**src/rtl/rt_pkg.sv**
```systemverilog
// Shared definitions for the reaction-time tester.
//   - default timing constants (25 MHz clock, 1 ms tick)
//   - state encoding; the codes are visible on uo_out[6:4]
//   - LFSR seed and next-state function
package rt_pkg;

    localparam int TICKS_PER_MS_DEF = 25000;
    localparam int MIN_DELAY_MS_DEF = 1000;
    localparam int DELAY_MASK_DEF   = 2047;
    localparam int MAX_MS_DEF       = 4095;
    localparam int RES_W            = 12;

    localparam logic [15:0] LFSR_SEED = 16'hACE1;

    typedef enum logic [2:0] {
        ST_IDLE    = 3'd0,
        ST_WAIT    = 3'd1,
        ST_ARMED   = 3'd2,
        ST_DONE    = 3'd3,
        ST_EARLY   = 3'd4,
        ST_TIMEOUT = 3'd5
    } state_t;

    // 16-bit Fibonacci LFSR, taps 16,14,13,11 (bits 15,13,12,10), shifting left.
    function automatic logic [15:0] lfsr_next(input logic [15:0] v);
        return {v[14:0], v[15] ^ v[13] ^ v[12] ^ v[10]};
    endfunction

endpackage

```
**src/rtl/btn_sync_edge.sv**
```systemverilog
// Button conditioning: 2-FF synchronizer followed by a rising-edge detector.
//   clk  : system clock
//   rst  : asynchronous reset, active-high
//   pin  : raw asynchronous button input
//   rise : one-cycle pulse; high during the cycle before the 3rd clock edge
//          after the pin rises, so the consumer acts on that 3rd edge
module btn_sync_edge (
    input  logic clk,
    input  logic rst,
    input  logic pin,
    output logic rise
);

    logic s1_q, s1_d;
    logic s2_q, s2_d;
    logic prev_q, prev_d;

    always_comb begin
        s1_d   = pin;
        s2_d   = s1_q;
        prev_d = s2_q;
    end

    always_ff @(posedge clk or posedge rst) begin
        if (rst) begin
            s1_q   <= 1'b0;
            s2_q   <= 1'b0;
            prev_q <= 1'b0;
        end else begin
            s1_q   <= s1_d;
            s2_q   <= s2_d;
            prev_q <= prev_d;
        end
    end

    assign rise = s2_q & ~prev_q;

endmodule

```
**src/rtl/tt_um_DelosReyesJordan_HDL.sv**
```systemverilog
// TinyTapeout user-slot wrapper: maps the slot pins straight onto the core.
//   Reset is passed through unchanged; the core treats rst_n as active-high.
module tt_um_DelosReyesJordan_HDL (
    input  logic [7:0] ui_in,
    output logic [7:0] uo_out,
    input  logic [7:0] uio_in,
    output logic [7:0] uio_out,
    output logic [7:0] uio_oe,
    input  logic       ena,
    input  logic       clk,
    input  logic       rst_n
);

    reaction_time_tester u_core (
        .clk    (clk),
        .rst_n  (rst_n),
        .ena    (ena),
        .ui_in  (ui_in),
        .uio_in (uio_in),
        .uo_out (uo_out),
        .uio_out(uio_out),
        .uio_oe (uio_oe)
    );

endmodule

```
**src/rtl/reaction_time_tester.sv**
```systemverilog
// Reaction-time tester core.
//   clk     : system clock
//   rst_n   : asynchronous reset, ACTIVE-HIGH (name inherited from the wrapper)
//   ena     : ignored
//   ui_in   : [0] start, [1] react, [2] result byte select, [7:3] unused
//   uio_in  : unused
//   uo_out  : [0] LED, [1] early, [2] done, [3] timeout, [6:4] state, [7] ms heartbeat
//   uio_out : result[7:0] when ui_in[2]=0, {4'b0, result[11:8]} when ui_in[2]=1
//   uio_oe  : all outputs enabled
module reaction_time_tester
    import rt_pkg::*;
#(
    parameter int TICKS_PER_MS = TICKS_PER_MS_DEF,
    parameter int MIN_DELAY_MS = MIN_DELAY_MS_DEF,
    parameter int DELAY_MASK   = DELAY_MASK_DEF,
    parameter int MAX_MS       = MAX_MS_DEF
) (
    input  logic       clk,
    input  logic       rst_n,
    input  logic       ena,
    input  logic [7:0] ui_in,
    input  logic [7:0] uio_in,
    output logic [7:0] uo_out,
    output logic [7:0] uio_out,
    output logic [7:0] uio_oe
);

    localparam int PW = (TICKS_PER_MS > 1) ? $clog2(TICKS_PER_MS) : 1;
    localparam int DW = $clog2(MIN_DELAY_MS + DELAY_MASK + 1);

    logic rst;
    assign rst = rst_n;

    logic start_rise, react_rise;

    btn_sync_edge u_start (.clk(clk), .rst(rst), .pin(ui_in[0]), .rise(start_rise));
    btn_sync_edge u_react (.clk(clk), .rst(rst), .pin(ui_in[1]), .rise(react_rise));

    state_t           state_q, state_d;
    logic [RES_W-1:0] result_q, result_d;
    logic [DW-1:0]    delay_q, delay_d;
    logic [PW-1:0]    presc_q, presc_d;
    logic [15:0]      lfsr_q, lfsr_d;
    logic             led_q, led_d;
    logic             early_q, early_d;
    logic             done_q, done_d;
    logic             timeout_q, timeout_d;
    logic             hb_q, hb_d;

    logic             tick;
    logic [DW-1:0]    delay_load;
    logic [RES_W-1:0] result_inc;

    assign tick       = (presc_q == PW'(TICKS_PER_MS - 1));
    assign delay_load = DW'(MIN_DELAY_MS) + DW'(lfsr_q[10:0] & 11'(DELAY_MASK));
    assign result_inc = result_q + 12'd1;

    always_comb begin
        state_d   = state_q;
        result_d  = result_q;
        delay_d   = delay_q;
        led_d     = led_q;
        early_d   = early_q;
        done_d    = done_q;
        timeout_d = timeout_q;
        lfsr_d    = lfsr_next(lfsr_q);
        hb_d      = hb_q ^ tick;

        case (state_q)
            ST_IDLE, ST_DONE, ST_EARLY, ST_TIMEOUT: begin
                // React edges are ignored here; start always begins a new trial.
                if (start_rise) begin
                    state_d   = ST_WAIT;
                    delay_d   = delay_load;
                    result_d  = '0;
                    led_d     = 1'b0;
                    early_d   = 1'b0;
                    done_d    = 1'b0;
                    timeout_d = 1'b0;
                end
            end
            ST_WAIT: begin
                // React beats a same-cycle delay expiry.
                if (react_rise) begin
                    state_d = ST_EARLY;
                    early_d = 1'b1;
                end else if (tick) begin
                    if (delay_q <= DW'(1)) begin
                        state_d = ST_ARMED;
                        delay_d = '0;
                        led_d   = 1'b1;
                    end else begin
                        delay_d = delay_q - DW'(1);
                    end
                end
            end
            ST_ARMED: begin
                // React beats a same-cycle tick; that tick is dropped.
                if (react_rise) begin
                    state_d = ST_DONE;
                    done_d  = 1'b1;
                    led_d   = 1'b0;
                end else if (tick) begin
                    result_d = result_inc;
                    if (result_inc == RES_W'(MAX_MS)) begin
                        state_d   = ST_TIMEOUT;
                        timeout_d = 1'b1;
                        led_d     = 1'b0;
                    end
                end
            end
            default: state_d = ST_IDLE;
        endcase

        // Every state entry restarts the ms phase so a full ms elapses before the first tick.
        presc_d = (state_d != state_q || tick) ? '0 : presc_q + PW'(1);
    end

    always_ff @(posedge clk or posedge rst) begin
        if (rst) begin
            state_q   <= ST_IDLE;
            result_q  <= '0;
            delay_q   <= '0;
            presc_q   <= '0;
            lfsr_q    <= LFSR_SEED;
            led_q     <= 1'b0;
            early_q   <= 1'b0;
            done_q    <= 1'b0;
            timeout_q <= 1'b0;
            hb_q      <= 1'b0;
        end else begin
            state_q   <= state_d;
            result_q  <= result_d;
            delay_q   <= delay_d;
            presc_q   <= presc_d;
            lfsr_q    <= lfsr_d;
            led_q     <= led_d;
            early_q   <= early_d;
            done_q    <= done_d;
            timeout_q <= timeout_d;
            hb_q      <= hb_d;
        end
    end

    assign uo_out  = {hb_q, state_q, timeout_q, done_q, early_q, led_q};
    assign uio_out = ui_in[2] ? {4'b0000, result_q[11:8]} : result_q[7:0];
    assign uio_oe  = 8'hFF;

    logic unused_inputs;
    assign unused_inputs = &{1'b0, ena, uio_in, ui_in[7:3]};

endmodule

```
**config.mk**
```make
export PLATFORM = sky130hd
export DESIGN_NAME = tt_um_DelosReyesJordan_HDL
export DESIGN_NICKNAME = d
export VERILOG_FILES = /design/src/rtl/rt_pkg.sv /design/src/rtl/btn_sync_edge.sv /design/src/rtl/tt_um_DelosReyesJordan_HDL.sv /design/src/rtl/reaction_time_tester.sv
export SDC_FILE = /design/constraint.sdc
export NUM_CORES = 1
export LEC_CHECK = 0
export BUFFER_PORTS_ARGS = -buffer_cell sky130_fd_sc_hd__buf_2
export CORE_UTILIZATION = 40
export DETAILED_ROUTE_END_ITERATION = 10
export SETUP_SLACK_MARGIN = 0.3
export SYNTH_ARGS = -nofsm -noshare
export SYNTH_HDL_FRONTEND = slang
export SYNTH_SLANG_ARGS = --single-unit
```
**constraint.sdc**
```tcl
create_clock -name clk -period 3.7 [get_ports clk]
set_clock_uncertainty 0.2 [all_clocks]
set_input_delay 0 -clock clk [delete_from_list [all_inputs] [get_ports clk]]
set_output_delay 0 -clock clk [all_outputs]
set_load 0.01 [all_outputs]
```
==> impl_metrics.toml, run 1 <==
[die]
initial_core_util_pct = 41.4
die_w_um = 100
io_pins = 43
die_h_um = 100
fp.coreArea_sq_um = 9280
dieArea_sq_um = 10000
rows = 35

[clocking]
cts_hold_buf = 3
ctsResizeCount = 0
clkTransAtPathRegs_ns = 0.08
cts_buffer_depth = 2
cts_root_buf = "clkbuf_8"
numCtsBuffers = 9
tritoncts = "built"
clock_latency_ns = 0.34
cts.sinks = 69
postCtsSetupRepairBufs = 0
h-tree-depth = 3

[drt]
wirelength_um = 8070
wl_per_cell_um = 14.9
postRouteAntennaNets = 0
drtPass1Iterations = 4
drt_iter0_drc = 234
drc = 0
vias = 2973
via_per_inst = 5.49

[synthesis]
async_flop_share_pct = 100
synth_top_family_by_area = "simple AND/OR/NAND/NOR gates"
yosysWarnings = 0
synth_compound_area_share_pct = 16.0
ys_seq_elements = 69
synthFlopType = "dfrtp_1"
yosysUniqueCellTypes = 64
synth_area_sq_um = 3850
synth-simple-area-share_pct = 21.8
yosys.area_share.adder_pct = 1.95
synthCells = 395
synth_edf_count = 0
ys_seq_area_share_pct = 45.2
synth_area_per_cell_sq_um = 9.74
synth-xor-area-share_pct = 5.47
synth_mux_area_share_pct = 3.25

[critical_path]
cp-end-kind = "flop"
crit_type = "flop to flop"
r2r_start = "u_core.presc_q[3]$_DFF_PP0_"
cp-startpoint = "u_core.presc_q[3]$_DFF_PP0_"
crit_fanout = 12
startpoint_type = "flop"
cp_data_arrival_time_ns = 2.96
cp.required_ns = 3.72

[sta]
period_minus_slack_ns = 2.94
worst_slew_pin_slew_ns = 0.949
clock.fmax_mhz = 340
slew_viol_final = 0
rsz0062_at_grt = "false"
fin_crit_sh_pct = 79.6
finalHoldViolCount = 0
slew-limit-headroom_pct = 36.7
timing.setup.tns_ns = 0
setup_viol = 0

[cells_and_area]
area_delta_synth_final_pct = 9.56
utilization_pct = 45.4
fillers = 919
layout_common_cells = "dfrtp_1, nand2_1, nor3_1"
multiInputGateArea_sq_um = 1890
final_common_cell = "dfrtp_1"
antenna_cells = 0
nets = 433
regArea_sq_um = 1740
fin_area_sq_um = 4210
drive_gt1_share_pct = 15.0

[outcome]
status = "finished, final reports clean"

[global_routing]
antenna_found_initial = 0
grt_max_degree = 43
grtUsageTotal_pct = 17.3
grt_pass1_vias = 2809
grt_pass1_wl_um = 13800
grt-ovfl-total = 0

[power]
p_leak_uw = 0.00181
power.density_nw_per_um2 = 528
ir_worst_vdd_mv = 0.207

[hold_path]
min_path_type = "primary input to flop"
hp-start = "ui_in[0]"

[placed_design]
routabilityCongestion = 0.811
dp_hpwl_um = 5530
placed_area_sq_um = 3970
io_buffers = 20

[run]
maxCapViolCount = 0
report_power, final:
part | total, uW | leakage, uW | internal, uW | switching (uW)
Combinational | 606 | 0.000814 | 235 | 371
Clock | 673 | 0.000107 | 398 | 275
Sequential | 948 | 0.000894 | 843 | 106
Total | 2230 | 0.00181 | 1480 | 751
synth_stat cells, types with 3 or more instances:
| library cell | number | area [sq um] |
|---|---|---|
| buf_6 | 3 | 33.8 |
| nor2b_1 | 7 | 43.8 |
| nand3_1 | 16 | 80.1 |
| mux2i_1 | 8 | 80.1 |
| a22oi_1 | 5 | 37.5 |
| or2_2 | 3 | 18.8 |
| a21oi_1 | 10 | 50.1 |
| a22o_1 | 12 | 105 |
| a2bb2oi_1 | 6 | 52.6 |
| and3_1 | 6 | 37.5 |
| a31oi_1 | 3 | 18.8 |
| dfrtp_1 | 61 | 1530 |
| nand2b_1 | 7 | 43.8 |
| nand2_1 | 32 | 120 |
| buf_4 | 13 | 97.6 |
| xnor2_1 | 15 | 131 |
| xor2_1 | 9 | 78.8 |
| dfstp_2 | 8 | 210 |
| nand4_1 | 10 | 62.6 |
| nor3_1 | 25 | 125 |
| o41ai_1 | 3 | 26.3 |
| clkbuf_1 | 10 | 37.5 |
| o21ai_0 | 16 | 80.1 |
| nor2_1 | 19 | 71.3 |
| o22ai_1 | 15 | 93.8 |
| buf_2 | 5 | 25.0 |
| mux2_2 | 4 | 45.0 |
| inv_1 | 12 | 45.0 |
| ha_1 | 6 | 75.1 |
cells by family after synthesis:
kind of cell | Yosys count
adder cells (fa/ha/maj) | 6
XOR/XNOR | 24
other | 1
AND/OR/NAND/NOR | 151
multiplexers | 12
flip-flops | 69
buffers and inverters | 44
AO/OA/AOI/OAI | 88
cell type report:
cell class	count	share of cell area, %
clock buffers	12	3.44
well taps	129	3.83
flip-flops and latches	69	41.2
inverters	12	1.07
clock inverters	4	1.72
multi-input cells	289	44.9
repair buffers	27	3.80
worst max-delay path: stages, from the launching register on:
cell and delay, ns:
dfrtp_1 0.44, or4_4 0.56, nor4_4 0.41, and3_1 0.48
or2_2 0.37, mux2_2 0.37
registers in the layout, indices dropped and copies added (netlist names), 3 cells and up:
name and flops:
u_core.presc_q 15, u_core.delay_q 12, u_core.lfsr_q 16, u_core.state_q 3, u_core.result_q 12
final timing paths:
path	end	slack [ns]	cells after the start
worst max-delay path	u_core.delay_q[0]$_DFFE_PP0P_	0.76	5
worst min-delay path	u_core.u_start.s1_q$_DFF_PP0_	0.12	2
min in group asynchronous	u_core.u_react.s1_q$_DFF_PP0_	0.19	3
worst min register to register	u_core.u_start.prev_d$_DFF_PP0_	0.15	0
worst max register to register	u_core.delay_q[0]$_DFFE_PP0P_	0.76	5
max in group asynchronous	u_core.result_q[8]$_DFFE_PP0P_	2.23	4
through the flow:
step	instances	hold slack, ns	power [uW]	setup WS, ns
global placement	523	-0.0903	1540	0.818
global route	542	0.0909	2380	0.585
floorplan	402	-0.169	1420	1.43
finish	542	0.116	2230	0.756
detailed placement	523	-0.0891	1560	0.788
CTS	542	0.0937	2240	0.770
routing by layer:
metal / GRT usage, % / share of wire [%] / vias to the layer above
met4: 5.69 / 1.1 / 0
li1: - / - / 1446
met2: 25.3 / 44 / 56
met5: 0 / 0 / -
met1: 25.4 / 51 / 1462
met3: 3.90 / 3.5 / 9
Note: power is estimated with default switching activity, not from simulation.
==> run 2, diff against run 1 <==
--- a/config.mk
+++ b/config.mk
@@ -5,6 +5,7 @@
 export SDC_FILE = /design/constraint.sdc
 export NUM_CORES = 1
 export LEC_CHECK = 0
+export ABC_AREA = 1
 export BUFFER_PORTS_ARGS = -buffer_cell sky130_fd_sc_hd__buf_2
 export CORE_UTILIZATION = 40
 export DETAILED_ROUTE_END_ITERATION = 10
==> constraint.sdc (replaced) <==
create_clock -name clk -period 3 [get_ports clk]
set_clock_uncertainty 0.2 [all_clocks]
set_input_delay 0 -clock clk [delete_from_list [all_inputs] [get_ports clk]]
set_output_delay 0 -clock clk [all_outputs]
set_load 0.01 [all_outputs]
==> run 2 against run 1 <==
  * Routed wire length fell by 0.94%
  * Critical path depth up 9
  * Register-to-register slack worse by 0.26 ns
  * Cell area is 3.9% higher
  * Total power up 42%
  * Global-route usage hardly changed
  * Final cell count rose by 17%
  * Worst hold slack got worse by 0.027 ns
  * Area after synthesis increased by 0.13%
  * Largest cell class unchanged
==> impl_metrics.toml, run 2 <==
[clocking]
cts_root_buf = "clkbuf_8"
h-tree-depth = 3
tritoncts = "built"
postCtsSetupRepairBufs = 0
numCtsBuffers = 9
clock_latency_ns = 0.34
cts_buffer_depth = 2
clkTransAtPathRegs_ns = 0.08
cts.sinks = 69

[global_routing]
grt-ovfl-total = 0
grt_pass1_vias = 2934
grt_pass1_wl_um = 13600
grtUsageTotal_pct = 17.3
antenna_found_initial = 0
grt_max_degree = 48

[power]
p_int_uw = 1990
power.density_nw_per_um2 = 721
sw_frac_of_total_pct = 37.0
ir_worst_vdd_mv = 0.305
power_switching_uw = 1170
combPwrFrac_pct = 31.4
p_leak_uw = 0.00196
p_clk_share_pct = 32.4
pwr-share-seq_pct = 36.2

[synthesis]
yosysWarnings = 0
synth_edf_count = 0
ys_seq_elements = 69
yosysUniqueCellTypes = 38
async_flop_share_pct = 100
synth_top_cells_by_count = "nand2_1, dfrtp_1, inv_1, nor2_1, o21ai_0"
synthCells = 474
post-synth-top-area-fraction_pct = 39.6
yosysTopAreaCell = "dfrtp_1"
synth_area_sq_um = 3850
ys_seq_area_share_pct = 45.1
synth.most_common_cell = "nand2_1"
synthFlopType = "dfrtp_1"
synth_area_leaders = "dfrtp_1, nand2_1, dfstp_2"
synth_area_per_cell_sq_um = 8.12

[placed_design]
dp_hpwl_um = 5680
io_buffers = 20
routabilityCongestion = 0.876

[die]
fp.coreArea_sq_um = 9280
rows = 35
initial_core_util_pct = 41.5
io_pins = 43
die_w_um = 100
dieArea_sq_um = 10000
die_h_um = 100

[sta]
finalHoldViolCount = 0
clock.fmax_mhz = 399
fin_crit_sh_pct = 83.6
slew-limit-headroom_pct = 36.6
period_minus_slack_ns = 2.51
timing.setup.tns_ns = 0
setup_viol = 0
slew_viol_final = 0
worst_slew_pin_slew_ns = 0.949
rsz0062_at_grt = "false"

[cells_and_area]
antenna_cells = 0
utilization_pct = 47.2
nets = 524
reg.largest.list = "u_core.lfsr_q (16), u_core.presc_q (15)"
largest_register_ffs = 16
layout_common_cells = "nand2_1, dfrtp_1, inv_1"
final_common_cell = "nand2_1"
top_register = "u_core.lfsr_q"
drive_gt1_share_pct = 18.7
area_delta_synth_final_pct = 13.7

[critical_path]
cp-end-kind = "flop"
crit_fanout = 8
crit_top_cell = "nand2_1"
startpoint_type = "flop"
crit_family = "simple AND/OR/NAND/NOR gates"
path_buf_inv = 0
cp.required_ns = 3.03
crit_type = "flop to flop"
crit_path_cell_trace = "ha_2 > nand3_2 > nor2_4 > nand2_1 > nand2_1 > nand2_1 > nor3_1 > nand2_1 > o21bai_1 > nand3_1 > nand2_1 > nor2_4 > nand3_4 > nor2_1"
crit_path_max_incr_delay_ns = 0.45
crit_path_top_delay_cell = "dfrtp_1"
cp_data_arrival_time_ns = 2.53

[drt]
drtPass1Iterations = 4
postRouteAntennaNets = 0
wl_per_cell_um = 12.6
drc = 0
drt_iter0_drc = 135
wirelength_um = 7990
via_per_inst = 4.85
vias = 3067

[outcome]
status = "finished, final reports clean"

[run]
maxCapViolCount = 0

[hold_path]
min_path_type = "primary input to flop"
==> run 2: cells by family (layout without fill, tap and decap cells) <==
kind of cell / after synthesis / count (layout) / synth area share, %
compound gates: 68 / 68 / 9.62
xor+xnor: 22 / 22 / 5.20
fa+ha+maj: 6 / 6 / 1.95
buf+inv: 83 / 105 / 9.81
flops: 69 / 69 / 45.1
other cells: 1 / 8 / 0.0974
simple gates: 225 / 226 / 28.2
==> run 2: cell type report <==
class                           instances  area [sq um]
Multi-Input combinational cell        330          1820
Timing Repair Buffer                   27           160
Tap cell                              129           161
Fill cell                             929          4900
Inverter                               62           233
Clock buffer                            9           124
Clock inverter                          7           146
Sequential cell                        69          1740
==> run 2: power groups by stage <==
| stage | Combinational, uW | Sequential (uW) | Clock, uW |
|---|---|---|---|
| CTS | 947 | 1140 | 1050 |
| detailed placement | 932 | 1160 | 0 |
| finish | 991 | 1140 | 1020 |
| global route | 1140 | 1160 | 1090 |
| floorplan | 765 | 1140 | 0 |
| global placement | 916 | 1160 | 0 |
==> run 2: path summary, 6_finish.rpt <==
check | from | endpoint | slack, ns | cells past startpoint
worst min-delay path | ui_in[0] | u_core.u_start.s1_q$_DFF_PP0_ | 0.09 | 2
worst max-delay path | u_core.result_q[1]$_DFFE_PP0P_ | u_core.presc_q[0]$_DFF_PP0_ | 0.49 | 14
max in group asynchronous | rst_n | u_core.presc_q[5]$_DFF_PP0_ | 1.64 | 4
worst min register to register | u_core.u_start.s1_q$_DFF_PP0_ | u_core.u_start.prev_d$_DFF_PP0_ | 0.15 | 0
min in group asynchronous | rst_n | u_core.u_start.s1_q$_DFF_PP0_ | 0.22 | 3
worst max register to register | u_core.result_q[1]$_DFFE_PP0P_ | u_core.presc_q[0]$_DFF_PP0_ | 0.49 | 14
==> run 2: routing by layer <==
metal  wire [um]  up-vias  global-route usage (%)  share of wire [%]
met1        4040     1431                    24.3                 51
li1            -     1580                       -                  -
met5           0        -                       0                  0
met4          74        0                    5.69               0.93
met2        3580       49                    26.0                 45
met3         296        7                    4.39                3.7
==> run 2: stage by stage <==
stage	setup WS, ns	hold WS (ns)	instances	power [uW]	instance area (sq um)
after global routing	0.303	0.0755	633	3390	4380
after floorplan	0.752	-0.169	481	1900	3880
after global placement	0.370	-0.0911	613	2070	4020
after CTS	0.431	0.0689	632	3140	4330
final	0.491	0.0891	633	3160	4380
after detailed placement	0.311	-0.0899	613	2090	4020
==> run 2: worst reg2reg max path: cells and delay by family (launching register included) <==
kind	cells	cell delay, ns
adder cells (fa/ha/maj)	1	0.27
flip-flops	1	0.45
AO/OA/AOI/OAI	1	0.14
AND/OR/NAND/NOR	12	1.35
==> run 2: repair_timing <==
action                                  in CTS  in global routing
gates cloned                                 0                  1
endpoints found under the hold margin       39                  0
pin swaps                                    0                  1
resized for setup                            1                  7
hold buffers                                 3                  0
endpoints found under the setup margin       1                 25
